<file path="config.mk">
export PLATFORM = sky130hd
export DESIGN_NAME = vid_pattern_gen
export DESIGN_NICKNAME = d
export VERILOG_FILES = /design/src/rtl/vid_pattern_gen.sv
export SDC_FILE = /design/constraint.sdc
export NUM_CORES = 1
export LEC_CHECK = 0
export CORE_ASPECT_RATIO = 0.8
export CORE_MARGIN = 2
export CORE_UTILIZATION = 60
export CTS_BUF_LIST = sky130_fd_sc_hd__clkbuf_2 sky130_fd_sc_hd__clkbuf_4 sky130_fd_sc_hd__clkbuf_8
export CTS_CLUSTER_DIAMETER = 200
export CTS_CLUSTER_SIZE = 40
export DETAILED_ROUTE_END_ITERATION = 10
export PLACE_DENSITY = 0.79
export SLEW_MARGIN = 40
export SYNTH_ARGS = -nofsm -noshare
export SYNTH_HDL_FRONTEND = slang
export SYNTH_SLANG_ARGS = --single-unit
</file>
<file path="constraint.sdc">
create_clock -name clk -period 4.2 [get_ports clk]
set_input_delay 0.84 -clock clk [delete_from_list [all_inputs] [get_ports clk]]
set_output_delay 0.84 -clock clk [all_outputs]
set_load 0.05 [all_outputs]
</file>
<file path="src/rtl/vid_pattern_gen.sv">
// ============================================================================
// Module   : vid_pattern_gen
// Purpose  : Free-running 1080p video timing generator with four test patterns.
// Revision : 1.0  initial release
// ============================================================================
`default_nettype none

module vid_pattern_gen #(
  parameter int H_TOTAL      = 2200,
  parameter int H_SYNC_START = 88,
  parameter int H_SYNC_END   = 131,
  parameter int H_ACT_START  = 280,
  parameter int V_TOTAL      = 1125,
  parameter int V_SYNC_START = 4,
  parameter int V_SYNC_END   = 8,
  parameter int V_ACT_START  = 45
) (
  input  logic        clk,
  input  logic        rst,
  input  logic        ce,
  input  logic [1:0]  pat_sel,
  output logic [23:0] o_vid_data,
  output logic        o_vid_hsync,
  output logic        o_vid_vsync,
  output logic        o_vid_VDE,
  output logic        o_frame_start,
  output logic [7:0]  o_frame_cnt
);

  logic [11:0] h_cnt;
  logic [10:0] v_cnt;
  logic [7:0]  frame_cnt;
  logic [1:0]  pat;

  logic        h_last;
  logic        v_last;
  logic        at_origin;
  logic        hsync;
  logic        vsync;
  logic        vde;
  logic [11:0] h_off;
  logic [10:0] v_off;
  logic [10:0] x;
  logic [10:0] y;
  logic [2:0]  bar;
  logic [23:0] bar_rgb;
  logic [23:0] pix;

  assign h_last    = (h_cnt == 12'(H_TOTAL - 1));
  assign v_last    = (v_cnt == 11'(V_TOTAL - 1));
  assign at_origin = (h_cnt == 12'd0) && (v_cnt == 11'd0);

  always_ff @(posedge clk or posedge rst) begin
    if (rst) begin
      h_cnt     <= '0;
      v_cnt     <= '0;
      frame_cnt <= '0;
      pat       <= '0;
    end else if (ce) begin
      // Pattern is latched only at the frame origin so a mid-frame change never tears.
      if (at_origin)
        pat <= pat_sel;
      if (h_last) begin
        h_cnt <= '0;
        if (v_last) begin
          v_cnt     <= '0;
          frame_cnt <= frame_cnt + 8'd1;
        end else begin
          v_cnt <= v_cnt + 11'd1;
        end
      end else begin
        h_cnt <= h_cnt + 12'd1;
      end
    end
  end

  assign hsync = (h_cnt >= 12'(H_SYNC_START)) && (h_cnt <= 12'(H_SYNC_END));
  assign vsync = (v_cnt >= 11'(V_SYNC_START)) && (v_cnt <= 11'(V_SYNC_END));
  assign vde   = (h_cnt >= 12'(H_ACT_START)) && (v_cnt >= 11'(V_ACT_START));
  assign h_off = h_cnt - 12'(H_ACT_START);
  assign v_off = v_cnt - 11'(V_ACT_START);
  assign x     = vde ? h_off[10:0] : 11'd0;
  assign y     = vde ? v_off : 11'd0;

  // Bar index x/240 via a compare chain; no divider.
  always_comb begin
    bar = 3'd0;
    for (int i = 1; i < 8; i++) begin
      if (x >= 11'(240 * i))
        bar = 3'(i);
    end
  end

  always_comb begin
    bar_rgb = 24'h000000;
    case (bar)
      3'd0:    bar_rgb = 24'hFFFFFF;
      3'd1:    bar_rgb = 24'hFFFF00;
      3'd2:    bar_rgb = 24'h00FFFF;
      3'd3:    bar_rgb = 24'h00FF00;
      3'd4:    bar_rgb = 24'hFF00FF;
      3'd5:    bar_rgb = 24'hFF0000;
      3'd6:    bar_rgb = 24'h0000FF;
      default: bar_rgb = 24'h000000;
    endcase
  end

  always_comb begin
    pix = 24'h000000;
    if (vde) begin
      case (pat)
        2'd0:    pix = bar_rgb;
        2'd1:    pix = {3{x[10:3]}};
        2'd2:    pix = (x[6] ^ y[6]) ? 24'hFFFFFF : 24'h000000;
        default: pix = {x[7:0] + frame_cnt, y[7:0], frame_cnt};
      endcase
    end
  end

  always_ff @(posedge clk or posedge rst) begin
    if (rst) begin
      o_vid_data    <= '0;
      o_vid_hsync   <= 1'b0;
      o_vid_vsync   <= 1'b0;
      o_vid_VDE     <= 1'b0;
      o_frame_start <= 1'b0;
      o_frame_cnt   <= '0;
    end else if (ce) begin
      o_vid_data    <= pix;
      o_vid_hsync   <= hsync;
      o_vid_vsync   <= vsync;
      o_vid_VDE     <= vde;
      o_frame_start <= at_origin;
      o_frame_cnt   <= frame_cnt;
    end
  end

endmodule

`default_nettype wire

</file>
* Yosys cells after proc, flatten, opt, wreduce, memory -nomap -nowiden
Index checks and enable logic that the tools add are counted.
** Word-level totals
- Register bits :: 69
- Word-level logic and storage cells :: 66
** Operators by class
- Add/sub/neg operators :: 6
- Magnitude comparators :: 13
- Eq/ne operators :: 10
- Multiplexer cells :: 15
- Bitwise operators :: 1
- Reduce and logical (&&, ||, !) cells :: 11
** Operators with widths (number)
- 24-bit case mux with 7 select lines :: 1
- 24-bit case mux with 3 select lines :: 1
- 24-bit two-way mux :: 2
- 11-bit >= comparator (second input constant) :: 3
- 11-bit by 10-bit >= comparator with 1-bit output (second input constant) :: 2
- 11-bit two-way mux :: 2
- 3-bit two-way mux :: 6
- 12-bit by 1-bit adder with 12-bit output (second input constant) :: 1
- 12-bit == test (second input constant) :: 1
- 12-bit by 7-bit >= comparator with 1-bit output (second input constant) :: 1
- 12-bit by 9-bit >= comparator with 1-bit output (second input constant) :: 1
- 12-bit by 8-bit less-or-equal comparator with 1-bit output (second input constant) :: 1
- 12-bit logical NOT :: 1
- 12-bit two-way mux :: 1
- 11-bit by 1-bit adder with 11-bit output (second input constant) :: 1
- 11-bit == test (second input constant) :: 1
- 11-bit by 3-bit >= comparator with 1-bit output (second input constant) :: 1
- 11-bit by 6-bit >= comparator with 1-bit output (second input constant) :: 1
- 11-bit by 8-bit >= comparator with 1-bit output (second input constant) :: 1
- 11-bit by 9-bit >= comparator with 1-bit output (second input constant) :: 1
- 11-bit by 4-bit less-or-equal comparator with 1-bit output (second input constant) :: 1
- 11-bit logical NOT :: 1
- 11-bit by 9-bit subtractor with 11-bit output (second input constant) :: 1
- 3-bit == test (second input constant) :: 3
- other kinds (15) :: 20

* Longest topological paths before layout
- Word-level depth :: 15
- Gate-level depth with buffers :: 15

* Worst setup path after synthesis
No wires, ideal clock.
- Kind :: register -> register
- Start :: register v_cnt[1]
- End :: register o_vid_data[21]
- Setup time :: 0.123 ns
- Arrival time :: 3.282 ns
- Required time :: 4.077 ns
- Setup slack :: 0.795 ns
- Cell stages (with the launch flop) :: 16
- Path buffers :: 2
- Period minus slack after synthesis :: 3.405 ns
- Path through :: dfrtp_1 inv_1 ha_1 nor4bb_1 a2111o_1 o21a_1 buf_6 clkbuf_1 and2_1 ha_1 and3_1 o211ai_1 o211ai_1 or4_1 a31oi_1 o2bb2ai_1
** Between the ends
- Longest elaborated chain between the ends :: 15
- Elaborated cells between the ends (all ways) :: 32
** Ends and longest elaborated chain
- from (decl) :: RTL line 31 : logic [10:0] v_cnt;
- from (signal assigned) :: RTL line 69 : v_cnt <= v_cnt + 11'd1;
- 11-bit by 6-bit >= comparator with 1-bit output :: RTL line 79 : assign vde = (h_cnt >= 12'(H_ACT_START)) && (v_cnt >= 11'(V_ACT_START));
- 1-bit logical AND :: RTL line 79
- 11-bit two-way mux :: RTL line 82 : assign x = vde ? h_off[10:0] : 11'd0;
- 11-bit by 8-bit >= comparator with 1-bit output :: RTL line 89 : if (x >= 11'(240 * i))
- 1-bit two-way mux :: RTL line 89
- 3-bit two-way mux (6 in series) :: RTL line 89
- 3-bit == test, or another cell as far along :: RTL line 96 : case (bar)
- 24-bit case mux with 7 select lines :: RTL line 96
- 24-bit case mux with 3 select lines :: RTL line 111 : case (pat)
- 24-bit two-way mux * :: RTL line 110 : if (vde) begin
- to (signal assigned) :: RTL line 129 : o_vid_data <= pix;
- to (decl) :: RTL line 22 : output logic [23:0] o_vid_data,
Every way passes the cells marked *; elsewhere a longest branch is shown, timed or not.
A chain may end at the register's enable or synchronous reset.

* Worst setup path in the final report
- Start :: register h_cnt[3]
- End :: register o_vid_data[23]
** Between the ends
- Longest elaborated chain between the ends :: 15
- Elaborated cells between the ends (all ways) :: 32
** Ends and longest elaborated chain
- from (decl) :: RTL line 30 : logic [11:0] h_cnt;
- from (signal assigned) :: RTL line 72 : h_cnt <= h_cnt + 12'd1;
- 12-bit by 9-bit >= comparator with 1-bit output :: RTL line 79
- 1-bit logical AND :: RTL line 79
- 11-bit two-way mux :: RTL line 82
- 11-bit by 8-bit >= comparator with 1-bit output :: RTL line 89
- 1-bit two-way mux :: RTL line 89
- 3-bit two-way mux (6 in series) :: RTL line 89
- 3-bit == test, or another cell as far along :: RTL line 96
- 24-bit case mux with 7 select lines :: RTL line 96
- 24-bit case mux with 3 select lines :: RTL line 111
- 24-bit two-way mux * :: RTL line 110
Marked as above.

==> results.py <==
metrics = {
    "yosys": {
        "synth_flop_cell": "dfrtp_1",
        "synth.avg_cell_area_um2": 9.29,
        "ys_seq_area_share_pct": 39.2,
        "synth-edff-count": 0,
        "syn_area_um2": 4400,
        "syn_nets": 494,
        "synthArstFlopShare_pct": 100,
        "synth_cell_types": 71,
        "netlist_instances": 474,
        "synth.yosys.warnings": 0,
        "ys_seq_elements": 69,
    },
    "worst_setup_path": {
        "crit_fanout": 12,
        "crit_arrival_ps": 3850,
        "rrSetupSlack_ps": 600,
        "slowest_delay_ps": 600,
        "timing.critical_path.cells": "ha_1 > nand4bb_1 > o221ai_1 > o21a_1 > and2_1 > ha_1 > and3_1 > o211ai_1 > o211ai_1 > a41oi_1 > a211oi_1 > a211oi_1",
        "cp_slowest_cell": "dfrtp_1",
        "crit_buf_inv": 0,
        "start_kind": "register",
        "end_kind": "register",
        "crit_type": "reg -> reg",
        "crit_family": "compound AO/OA/AOI/OAI gates",
        "ff2ff_path_depth": 12,
        "r2r_end": "o_vid_data[23]",
        "r2r_start": "h_cnt[3]",
        "cp.required_ps": 4460,
    },
    "sta": {
        "hold_viol_final": 0,
        "fin_ws_ps": 604,
        "layout_min_cycle_time_ps": 3600,
        "fin_crit_sh_pct": 85.6,
        "max_slew_margin_pct": 44.6,
        "hold_ws_ps": 479,
        "setup_tns_ps": 0,
        "finalMaxSlewViolations": 0,
        "finalSetupViolCount": 0,
        "fmax_mhz": 278,
        "rsz0062_at_grt": "no",
        "finClkSkew_ps": 10.9,
        "worst_slew_pin_slew_ps": 829,
    },
    "clock_tree": {
        "cts_setup_buffers": 0,
        "hold_buffers": 0,
        "clock-sinks": 69,
        "htreeDepth": 3,
        "cts_buffers": 9,
        "insertion_delay_ps": 350,
        "cts-root-buf": "clkbuf_8",
        "cts_tree": "done",
        "clockBufferDepth": 2,
        "cts_resized": 0,
        "clk_pin_slew_ps": 80,
    },
    "final_layout": {
        "final_cell_mix": "dfrtp_1 (69), nand2_1 (40), clkdlybuf4s50_1 (40), o21ai_0 (35), nor2_1 (30)",
        "fin_cells": 590,
        "register_area_um2": 1730,
        "drive_above_1_share_pct": 10.1,
        "antenna_cells": 0,
        "design_area_um2": 4990,
        "layout_commonest_cell": "dfrtp_1",
        "area_delta_synth_final_pct": 13.2,
        "fill_cells": 569,
        "multi_input_area_um2": 2460,
        "final_util_pct": 71.3,
        "fin_nets": 518,
    },
    "min_path": {
        "min_to": "o_vid_VDE",
        "hold-path-cell-count": 1,
        "worstHoldStart": "o_vid_VDE",
        "hold_class": "reg -> reg",
    },
    "die": {
        "design.core.area_um2": 6990,
        "start_util_pct": 63.0,
        "die_w_um": 99.8,
        "ioPinCount": 41,
        "die_h_um": 80.6,
        "fp-row-count": 27,
        "die_area_um2": 8050,
    },
    "routing": {
        "postRouteWirelength_um": 11600,
        "drt_first_pass_iters": 5,
        "drtAntennaViolNets": 0,
        "vias": 3829,
        "drtIter0Drc": 233,
        "drc": 0,
        "wl_per_cell_um": 19.7,
        "viasPerCell": 6.49,
    },
    "grt": {
        "grt_pass1_wl_um": 18700,
        "grt_max_degree": 48,
        "grt_pass1_vias": 3667,
        "grt_util_all_layers_pct": 30.3,
        "overflow": 0,
        "antenna_found_initial": 0,
    },
    "pwr": {
        "p_total_mw": 2.47,
        "ir_drop_v": 0.000481,
        "powerDensity_nw_per_um2": 495,
        "power_leakage_nw": 2.18,
    },
    "place": {
        "place_area_um2": 4810,
        "dp.cells": 574,
        "dp_hpwl_um": 8140,
        "gp_congestion": 1.01,
        "numPortBuffers": 40,
        "post-place-ws_ps": 720,
    },
    "flow_run": {
        "maxCapViolCount": 0,
    },
    "outcome": {
        "status": "finished, final reports clean",
    },
}
flip-flops by register name, summed over array words and instances (netlist names):
register and count:
frame_cnt 8, h_cnt 12, o_frame_cnt 8, o_frame_start 1, o_vid_VDE 1, o_vid_data 24
o_vid_hsync 1, o_vid_vsync 1, pat 2, v_cnt 11
logic make-up (layout without fill, tap and decap cells):
| group | Yosys count | in the layout | synth area share (%) |
|---|---|---|---|
| xor gates and xnor gates | 36 | 36 | 7.64 |
| and+or+nand+nor | 161 | 161 | 19.9 |
| muxes | 11 | 11 | 2.81 |
| DFF | 69 | 69 | 39.2 |
| adders and majority gates | 15 | 15 | 4.26 |
| AOI/OAI and AO/OA | 130 | 130 | 21.2 |
| buffers and inverters | 52 | 81 | 5.00 |
cell usage after synthesis (7+ instances only):
cell | number | area share, %
nand2_1 | 40 | 3.4
nand4_1 | 7 | 0.99
nand3_1 | 16 | 1.8
o2bb2ai_1 | 8 | 1.6
xnor2_1 | 22 | 4.4
mux2_2 | 11 | 2.8
a21oi_1 | 16 | 1.8
nor3_1 | 11 | 1.2
nor2_1 | 30 | 2.6
dfrtp_1 | 69 | 39
inv_1 | 19 | 1.6
xor2_1 | 12 | 2.4
o21ai_0 | 35 | 4.0
a211oi_1 | 7 | 1.2
ha_1 | 15 | 4.3
o21ai_1 | 8 | 0.91
clkbuf_1 | 22 | 1.9
and3_1 | 9 | 1.3
worst max-delay path by stage:
| stage | from | endpoint | cells after the start | slack, ps |
|---|---|---|---|---|
| after floorplan | v_cnt[1] | o_vid_data[21] | 15 | 800 |
| after global placement | v_cnt[1] | o_vid_data[21] | 13 | 930 |
| after detailed placement | h_cnt[3] | o_vid_data[23] | 12 | 720 |
| after CTS | h_cnt[3] | o_vid_data[21] | 12 | 710 |
| after global routing | h_cnt[3] | o_vid_data[21] | 12 | 350 |
| final | h_cnt[3] | o_vid_data[23] | 12 | 600 |
per-layer routing:
| metal | vias up | part of all wire (%) | GRT usage [%] |
|---|---|---|---|
| li1 | 1776 | - | - |
| met1 | 1860 | 46 | 43.6 |
| met2 | 178 | 44 | 45.8 |
| met3 | 15 | 9.1 | 6.61 |
| met4 | 0 | 1.1 | 9.18 |
| met5 | - | 0 | 0 |
final cells by class:
class | count | share of cell area, %
multi-input cells | 353 | 49.4
clock buffers | 11 | 2.79
clock inverters | 5 | 0.552
well taps | 87 | 2.18
flip-flops and latches | 69 | 34.6
inverters | 19 | 1.48
repair buffers | 46 | 8.93
where the power goes:
part	leakage, nW	internal, mW	switching (mW)
sequential	0.852	0.761	0.116
clock	0.0897	0.224	0.255
combinational	1.24	0.414	0.696
Power figures use the tool's default switching activity.
==> edit, RTL diff (same flow settings) <==
The parameter `V_ACT_START` goes from 45 to 32.
--- a/src/rtl/vid_pattern_gen.sv
+++ b/src/rtl/vid_pattern_gen.sv
@@ -13,7 +13,7 @@
   parameter int V_TOTAL      = 1125,
   parameter int V_SYNC_START = 4,
   parameter int V_SYNC_END   = 8,
-  parameter int V_ACT_START  = 45
+  parameter int V_ACT_START  = 32
 ) (
   input  logic        clk,
   input  logic        rst,
Function: no difference found for any inputs over 10 cycles, from zero or initial values and one cycle with rst high; that may be too few to reach the edited logic, so the function may still have changed.
==> edit against the original RTL <==
Worst setup slack worse by 0.17 ns; design area is 1.3% lower; routed wire length is 3.9% lower; die area is 2.5% lower; sequential share of layout area is 0.45 points higher; sequential cell count stayed put; power is 15% higher; synthesized area is 2.6% lower; critical endpoint unchanged; largest power group unchanged; highest routed layer unchanged.
==> edit: results (changes against the original RTL) <==
* **Yosys cell types** 63, -11%
* **iteration-0 DRC count of the detailed router** 593, +150%
* **final setup skew** 0.0100 ns, -0.000894 ns
* **Leakage** 0.00214 µW, -1.5%
* **pre-CTS setup slack** 0.622 ns, -0.0976 ns
* **slew at the pin closest to its max-slew limit** 0.674 ns, -0.155 ns
* **Cells after DPL** 581, +1.2%
* **mean cell area of the mapped netlist** 9.08 µm², -2.2%
* **sum of net half-perimeters after detailed placement** 8070 µm, -0.90%
* **longest individual stage delay on the worst path** 0.58 ns, -0.02 ns
* **number of cells on the worst reg-to-reg path** 11, -1
* **flop-to-flop setup slack** 0.44 ns, -0.17 ns
* **Commonest cells post-synth** sky130_fd_sc_hd__dfrtp_1 (69), sky130_fd_sc_hd__o21ai_0 (46), sky130_fd_sc_hd__nand2_1 (39), sky130_fd_sc_hd__nor2_1 (38), sky130_fd_sc_hd__xnor2_1 (26)
* **number of global-route vias before repair** 3608, -1.6%
* **largest net degree at the start of global routing** 46, -4.2%
* **data arrival time of the critical path** 4.04 ns, +0.19 ns
* **routability congestion estimate from global placement** 0.971, -3.6%
* **per-cell routed wire length** 18.7 µm, -5.0%
* **biggest area contributors in the synthesized netlist** sky130_fd_sc_hd__dfrtp_1 (40%), sky130_fd_sc_hd__o21ai_0 (5.4%), sky130_fd_sc_hd__xnor2_1 (5.3%)
* **number of non-filler instances in the completed layout** 597, +1.2%
* **run status** finished clean
* **maximum vdd ir drop** 0.386 mV, -20%
* **wire length of the first global-routing pass** 18600 µm, -0.85%
* **Min Hold Slack** 0.479 ns, -0.000366 ns
* **aggregate global-route resource usage** 30.2%, -0.092 points
* **number of detailed-route iterations in the first pass** 7, +2
* **fraction of layout instances using a drive strength above 1** 9.02%, -1.1 points
* **via density per instance** 6.48, -0.11%
## edit: cell count changes in the layout (fill, tap and decap cells not counted), moves of 5 or more
cell,unedited run,this run
sky130_fd_sc_hd__a22oi_1,0,8
sky130_fd_sc_hd__buf_4,6,11
sky130_fd_sc_hd__nor2_1,30,38
sky130_fd_sc_hd__o21ai_0,35,46
sky130_fd_sc_hd__o21ai_1,8,1
sky130_fd_sc_hd__xnor2_1,21,26
## edit: cells by family after synthesis
family	synth area share [%]
compound gates	20.3
fa+ha+maj	4.67
xor+xnor	7.97
flops	40.3
mux	3.62
buf+inv	4.55
simple gates	18.6
## edit: how the worst max path moves through the flow
| stage | endpoint | slack, ns |
|---|---|---|
| after global routing | o_vid_data[23] | 0.23 |
| after CTS | o_vid_data[23] | 0.58 |
| after global placement | o_vid_data[23] | 0.75 |
| after detailed placement | o_vid_data[23] | 0.62 |
| final | o_vid_data[23] | 0.44 |
| after floorplan | o_vid_data[23] | 0.86 |
## edit: report_power, final
group / switching (µW) / internal, µW / total (µW)
combinational: 923 / 518 / 1440
clock: 273 / 216 / 488
sequential: 119 / 780 / 900
total: 1320 / 1510 / 2830
## edit: area by class of cell
class	count	area, µm²
fillers	540	1970
clock inverters	7	51.3
clock buffers	9	124
multi-input cells	358	2370
inverters	16	62.6
flip-flops and latches	69	1730
well taps	87	109
repair buffers	51	483
## edit: metrics by stage
stage	cell area, µm²	total power, µW
after CTS	4920	2810
after global routing	4920	2980
after global placement	4740	2290
after floorplan	4290	1940
after detailed placement	4750	2320
final	4920	2830
## edit: per-layer routing
layer | track usage (%) | vias to the layer above | routed length (µm)
met3 | 7.36 | 32 | 1170
li1 | - | 1776 | -
met2 | 44.4 | 242 | 4750
met1 | 44.2 | 1820 | 5060
met5 | 0 | - | 0
met4 | 9.59 | 0 | 212
